**src/rtl/axi_lite_regfile_endpoint.sv**
```systemverilog
// AXI-Lite register-file endpoint: NUM_REGS word registers with byte strobes, read/write FSMs and per-register write pulses.
// Optional build macro AXI_REGFILE_SLVERR_EN: out-of-range writes answer SLVERR on b_response instead of OKAY.
module axi_lite_regfile_endpoint #(
    parameter int NUM_REGS = 16,
    parameter int BUSWIDTH = 32
) (
    input  logic                         clk,
    input  logic                         rst,
    input  logic [31:0]                  axi_araddr,
    input  logic                         axi_arvalid,
    output logic                         axi_arready,
    output logic [BUSWIDTH-1:0]          axi_rdata,
    output logic                         axi_rvalid,
    input  logic                         axi_rready,
    input  logic [31:0]                  axi_awaddr,
    input  logic                         axi_awvalid,
    output logic                         axi_awready,
    input  logic [BUSWIDTH-1:0]          axi_wdata,
    input  logic [3:0]                   axi_wstrb,
    input  logic                         axi_wvalid,
    output logic                         axi_wready,
    input  logic                         b_ready,
    output logic                         b_valid,
    output logic [1:0]                   b_response,
    output logic [BUSWIDTH*NUM_REGS-1:0] regs_out,
    output logic [NUM_REGS-1:0]          wr_pulse,
    output logic [1:0]                   rd_state_dbg,
    output logic [1:0]                   wr_state_dbg
);

    localparam int IDXW   = $clog2(NUM_REGS);
    localparam int NBYTES = BUSWIDTH / 8;

    // Handshake rule on every channel: a transfer happens on a rising edge where
    // valid and ready are both high; a raised valid keeps its payload until then.
    // Readies and valids are pure decodes of registered state.

    typedef enum logic [1:0] {R_RST, R_IDLE, R_DATA} r_state_t;
    typedef enum logic [1:0] {W_RST, W_IDLE, W_HALF, W_RESP} w_state_t;

    r_state_t r_state, r_next;
    w_state_t w_state, w_next;

    logic [BUSWIDTH-1:0] regs [NUM_REGS];

    logic        aw_cap, w_cap;
    logic [29:0] aw_word_q;
    logic [BUSWIDTH-1:0] w_data_q;
    logic [3:0]  w_strb_q;

    logic ar_hs, aw_hs, w_hs, commit;
    logic [IDXW-1:0] rd_idx, wr_idx;
    logic rd_in_range, wr_in_range;
    logic [29:0] wr_word;
    logic [BUSWIDTH-1:0] wr_data;
    logic [3:0] wr_strb;

    logic unused_addr_bits;
    assign unused_addr_bits = ^{axi_araddr[1:0], axi_awaddr[1:0]};

    assign ar_hs = axi_arvalid & axi_arready;
    assign aw_hs = axi_awvalid & axi_awready;
    assign w_hs  = axi_wvalid & axi_wready;
    // Commit on the edge where the later of the two halves arrives (or both together).
    assign commit = (aw_hs | aw_cap) & (w_hs | w_cap);

    assign rd_idx      = axi_araddr[2 +: IDXW];
    assign rd_in_range = (axi_araddr[31:2] >> IDXW) == '0;

    assign wr_word     = aw_cap ? aw_word_q : axi_awaddr[31:2];
    assign wr_data     = w_cap ? w_data_q : axi_wdata;
    assign wr_strb     = w_cap ? w_strb_q : axi_wstrb;
    assign wr_idx      = wr_word[IDXW-1:0];
    assign wr_in_range = (wr_word >> IDXW) == '0;

    assign rd_state_dbg = r_state;
    assign wr_state_dbg = w_state;

    // ---------------- read FSM ----------------
    always_ff @(posedge clk) begin
        if (rst) r_state <= R_RST;
        else     r_state <= r_next;
    end

    always_comb begin
        r_next = r_state;
        case (r_state)
            R_RST:   r_next = R_IDLE;
            R_IDLE:  if (axi_arvalid) r_next = R_DATA;
            R_DATA:  if (axi_rready) r_next = R_IDLE;
            default: r_next = R_RST;
        endcase
    end

    always_comb begin
        axi_arready = 1'b0;
        axi_rvalid  = 1'b0;
        case (r_state)
            R_IDLE:  axi_arready = 1'b1;
            R_DATA:  axi_rvalid  = 1'b1;
            default: ;
        endcase
    end

    // Read data is sampled from the pre-edge register values, so a same-edge write is not visible.
    always_ff @(posedge clk) begin
        if (rst)        axi_rdata <= '0;
        else if (ar_hs) axi_rdata <= rd_in_range ? regs[rd_idx] : '0;
    end

    // ---------------- write FSM ----------------
    always_ff @(posedge clk) begin
        if (rst) w_state <= W_RST;
        else     w_state <= w_next;
    end

    always_comb begin
        w_next = w_state;
        case (w_state)
            W_RST:   w_next = W_IDLE;
            W_IDLE:  if (commit) w_next = W_RESP;
                     else if (aw_hs || w_hs) w_next = W_HALF;
            W_HALF:  if (commit) w_next = W_RESP;
            W_RESP:  if (b_ready) w_next = W_IDLE;
            default: w_next = W_RST;
        endcase
    end

    always_comb begin
        axi_awready = 1'b0;
        axi_wready  = 1'b0;
        b_valid     = 1'b0;
        case (w_state)
            W_IDLE, W_HALF: begin
                axi_awready = ~aw_cap;
                axi_wready  = ~w_cap;
            end
            W_RESP:  b_valid = 1'b1;
            default: ;
        endcase
    end

    // Capture flags, register bank, write pulses and response code.
    always_ff @(posedge clk) begin
        if (rst) begin
            aw_cap     <= 1'b0;
            w_cap      <= 1'b0;
            aw_word_q  <= '0;
            w_data_q   <= '0;
            w_strb_q   <= '0;
            wr_pulse   <= '0;
            b_response <= 2'b00;
            for (int k = 0; k < NUM_REGS; k++) regs[k] <= '0;
        end else begin
            wr_pulse <= '0;
            if (commit) begin
                aw_cap <= 1'b0;
                w_cap  <= 1'b0;
                if (wr_in_range) begin
                    for (int b = 0; b < NBYTES; b++) begin
                        if (wr_strb[b]) regs[wr_idx][8*b +: 8] <= wr_data[8*b +: 8];
                    end
                    wr_pulse[wr_idx] <= 1'b1;
                end
`ifdef AXI_REGFILE_SLVERR_EN
                b_response <= wr_in_range ? 2'b00 : 2'b10;
`else
                b_response <= 2'b00;
`endif
            end else begin
                if (aw_hs) begin
                    aw_cap    <= 1'b1;
                    aw_word_q <= axi_awaddr[31:2];
                end
                if (w_hs) begin
                    w_cap    <= 1'b1;
                    w_data_q <= axi_wdata;
                    w_strb_q <= axi_wstrb;
                end
            end
        end
    end

    for (genvar k = 0; k < NUM_REGS; k++) begin : g_regs_out
        assign regs_out[k*BUSWIDTH +: BUSWIDTH] = regs[k];
    end

endmodule

```
**config.mk**
```make
export PLATFORM = sky130hd
export DESIGN_NAME = axi_lite_regfile_endpoint
export DESIGN_NICKNAME = d
export VERILOG_FILES = /design/src/rtl/axi_lite_regfile_endpoint.sv
export SDC_FILE = /design/constraint.sdc
export NUM_CORES = 1
export LEC_CHECK = 0
export ABC_AREA = 0
export CAP_MARGIN = 10
export CORE_MARGIN = 2
export CORE_UTILIZATION = 40
export DETAILED_ROUTE_END_ITERATION = 8
export PLACE_DENSITY = 0.66
export SKIP_LAST_GASP = 1
export SLEW_MARGIN = 30
export SYNTH_ARGS = -nofsm -noshare
export SYNTH_HDL_FRONTEND = slang
export SYNTH_SLANG_ARGS = --single-unit
```
**constraint.sdc**
```tcl
create_clock -name clk -period 2.75 [get_ports clk]
set_input_delay 0.55 -clock clk [delete_from_list [all_inputs] [get_ports clk]]
set_output_delay 0.55 -clock clk [all_outputs]
set_load 0.02 [all_outputs]
```
==> run metrics <==
hold-critical path depth=2; Synth Instances=~2100; DIE HEIGHT=~270 microns; latest clock arrival within the worst-skew pair=610 ps; status=completed; DRC viols=0; gr usage total=0.291; period utilization=0.989; Worst Hold Class=reg -> reg; synth warn=0; initial antenna violation count=3; post-route clock skew=26.8 ps; Top Ports=678; mapped cell area=0.0293 sq mm; area growth from synthesis to final layout=41.9%; Synth Register Bits=632; die width=275 microns; DR vias/cell=5.85; DR vias=22544; Setup crit end=regs[2][27]; Post-synth top flop=edfxtp_1; Worst R2R Path Depth=11; sequential share of the synthesized area=0.607; core area=0.0727 sq mm; HPWL reported at the end of detailed placement=~81 mm; peak fanout along the critical path=30; Reg2Reg Setup Slack=30 ps; Slew Limit Fails=0; maximum VDD drop=0.000522 V; root buffer cell=clkbuf_16; min setup slack post-route=29.6 ps; WL final=around 110 mm; number of global-route vias before repair=between 20000 and 25000; Leak Pwr=roughly 14 nW; share of layout cells above drive strength 1=0.279; Setup Viol. Count Final=0; Clock Pin Slew Worst Setup and Hold Paths=around 60 ps; Synth Area per Inst=14.0 sq um; Setup WS pre-CTS=-149 ps; CP Capture Type=flop; clock sinks=632; GR Overflow Total=0; H-tree levels=3; fillers=between 5000 and 6000; WL/cell=~29 microns; worst-margin pin slew=937 ps; Initial Util=0.403; GPL Wtd Cong=0.916; final hold slack=451 ps; CTS tree=yes; Max-cap violations=0; largest net degree at the start of global routing=138; IO buf count=671; Startpoint Class=flop; Tmin final=2720 ps; FF-to-FF Start=wr_state_dbg[0]; first-pass GRT wire length=158 mm; Longest Clk Path Bufs=3; Post-synth EDFFs=roughly 500; fin nets=2950; Pre-antenna DRT Iters=6; FMAX=368 MHz; final count of hold timing violations=0; worst setup path start=wr_state_dbg[0]; DRT iter0 DRCs=2276; share of flip-flops with an asynchronous set or reset=0; critical path class=reg -> reg; die area=0.0754 sq mm; Distinct cells, synth=44; reg-to-reg endpoint=regs[2][27]; Arr. time, crit path=3130 ps; Slew HR=0.376; Cell Pwr Density=between 600 and 700 mW/mm^2; TritonCTS buffer count=between 70 and 80; WP data required=roughly 3200 ps; Rows=99; final antenna-violating net count=0; Power Total=about 0.026 W
-- power by group --
group	switching, W	internal, W	total [W]
Clock	0.00384	0.00529	0.00913
Sequential	0.000366	0.0107	0.0111
Combinational	0.00357	0.00200	0.00557
Total	0.00777	0.0180	0.0258
-- state kept, by name, indices dropped and copies added (netlist names) --
name	flops
w_strb_q	4
rd_state_dbg	2
wr_state_dbg	2
wr_pulse	16
regs	512
w_cap	1
aw_cap	1
aw_word_q	30
axi_rdata	32
w_data_q	32
-- synthesized netlist by cell type, types with 3 or more instances --
library cell,n,area share
ha_1,3,0.0013
a31o_1,60,0.018
nor2_1,84,0.011
nor3_2,263,0.090
nand4_1,4,0.00085
edfxtp_1,512,0.53
buf_1,14,0.0018
mux2i_1,31,0.011
mux4_2,128,0.098
a22oi_1,63,0.016
buf_6,13,0.0050
buf_2,88,0.015
nor3_1,258,0.044
a31o_2,4,0.0012
mux2_2,36,0.014
nor4_1,16,0.0034
inv_1,10,0.0013
nor2b_1,5,0.0011
dfxtp_1,120,0.082
a21oi_1,40,0.0068
a22o_1,32,0.0096
buf_4,7,0.0018
clkbuf_1,122,0.016
nand2_1,142,0.018
nand3b_1,4,0.0010
-- final cells by class --
class / instances / area (sq um) / area share
Clock buffer: 99 / 1970 / 0.0474
Multi-Input combinational cell: 1201 / 10500 / 0.251
Clock inverter: 29 / 240 / 0.00578
Sequential cell: 632 / 17800 / 0.428
Tap cell: 959 / 1200 / 0.0289
Timing Repair Buffer: 924 / 9870 / 0.238
Antenna cell: 2 / 5.00 / 0.000120
Inverter: 10 / 37.5 / 0.000903
-- cells by family after synthesis --
| logic type | Yosys count | share of synthesized area |
|---|---|---|
| simple gates | 787 | 0.172 |
| flops | 632 | 0.607 |
| compound gates | 214 | 0.0561 |
| other cells | 1 | 0.000128 |
| fa+ha+maj | 3 | 0.00128 |
| buf+inv | 254 | 0.0405 |
| mux | 195 | 0.123 |
-- worst max-delay path: stages, from the launching register on --
cell and delay [ps]:
dfxtp_2 370, inv_1 60, ha_1 320, buf_4 170
nor2b_2 150, nor2_1 100, nor3_2 280, buf_4 180
nand3b_1 190, buf_4 230, buf_8 190, nor3_1 260
-- routing by layer --
layer	track usage	vias to the layer above	part of all wire
met5	0	-	0.00012
met3	0.0554	239	0.086
met1	0.378	11415	0.38
met2	0.481	1295	0.49
li1	-	9593	-
met4	0.116	2	0.041
-- cells in the final DEF, fill, tap and decap left out, types with 31 or more instances in the layout --
master,count
nor3_2,266
a31o_1,60
mux2_2,36
mux4_2,128
buf_12,95
dfxtp_1,118
nor3_1,255
nand2_1,141
a22oi_1,63
clkdlybuf4s50_1,666
nor2_1,81
clkbuf_16,72
a21oi_1,40
edfxtp_1,512
a22o_1,32
buf_4,154
mux2i_1,31
-- per-stage QoR --
stage / TNS (ps) / instance area (sq um) / util / cells
2_1_floorplan: 0 / 29300 / - / 2087
3_3_place_gp: -110720 / 39200 / 0.539 / 3720
3_5_place_dp: -48360 / 39300 / 0.540 / 3722
4_1_cts: 0 / 41500 / 0.570 / 3850
5_1_grt: -103 / 41600 / 0.571 / 3854
6_report: 0 / 41600 / 0.572 / 3856
-- how the worst min path moves through the flow --
stage | from | endpoint
floorplan | w_data_q[0] | w_data_q[0]
global placement | w_data_q[21] | w_data_q[21]
detailed placement | w_data_q[30] | w_data_q[30]
CTS | w_data_q[29] | w_data_q[29]
global route | w_data_q[22] | w_data_q[22]
finish | w_data_q[29] | w_data_q[29]
-- timing repair --
item / 4_1_cts / 5_1_grt
endpoints found under the hold margin: 0 / 0
resized for setup: 2 / 9
hold buffers: 0 / 0
cloned: 0 / 1
setup endpoints to repair: 2 / 604
pin swaps: 0 / 2
setup buffers: 0 / 3
Power figures use the tool's default switching activity.
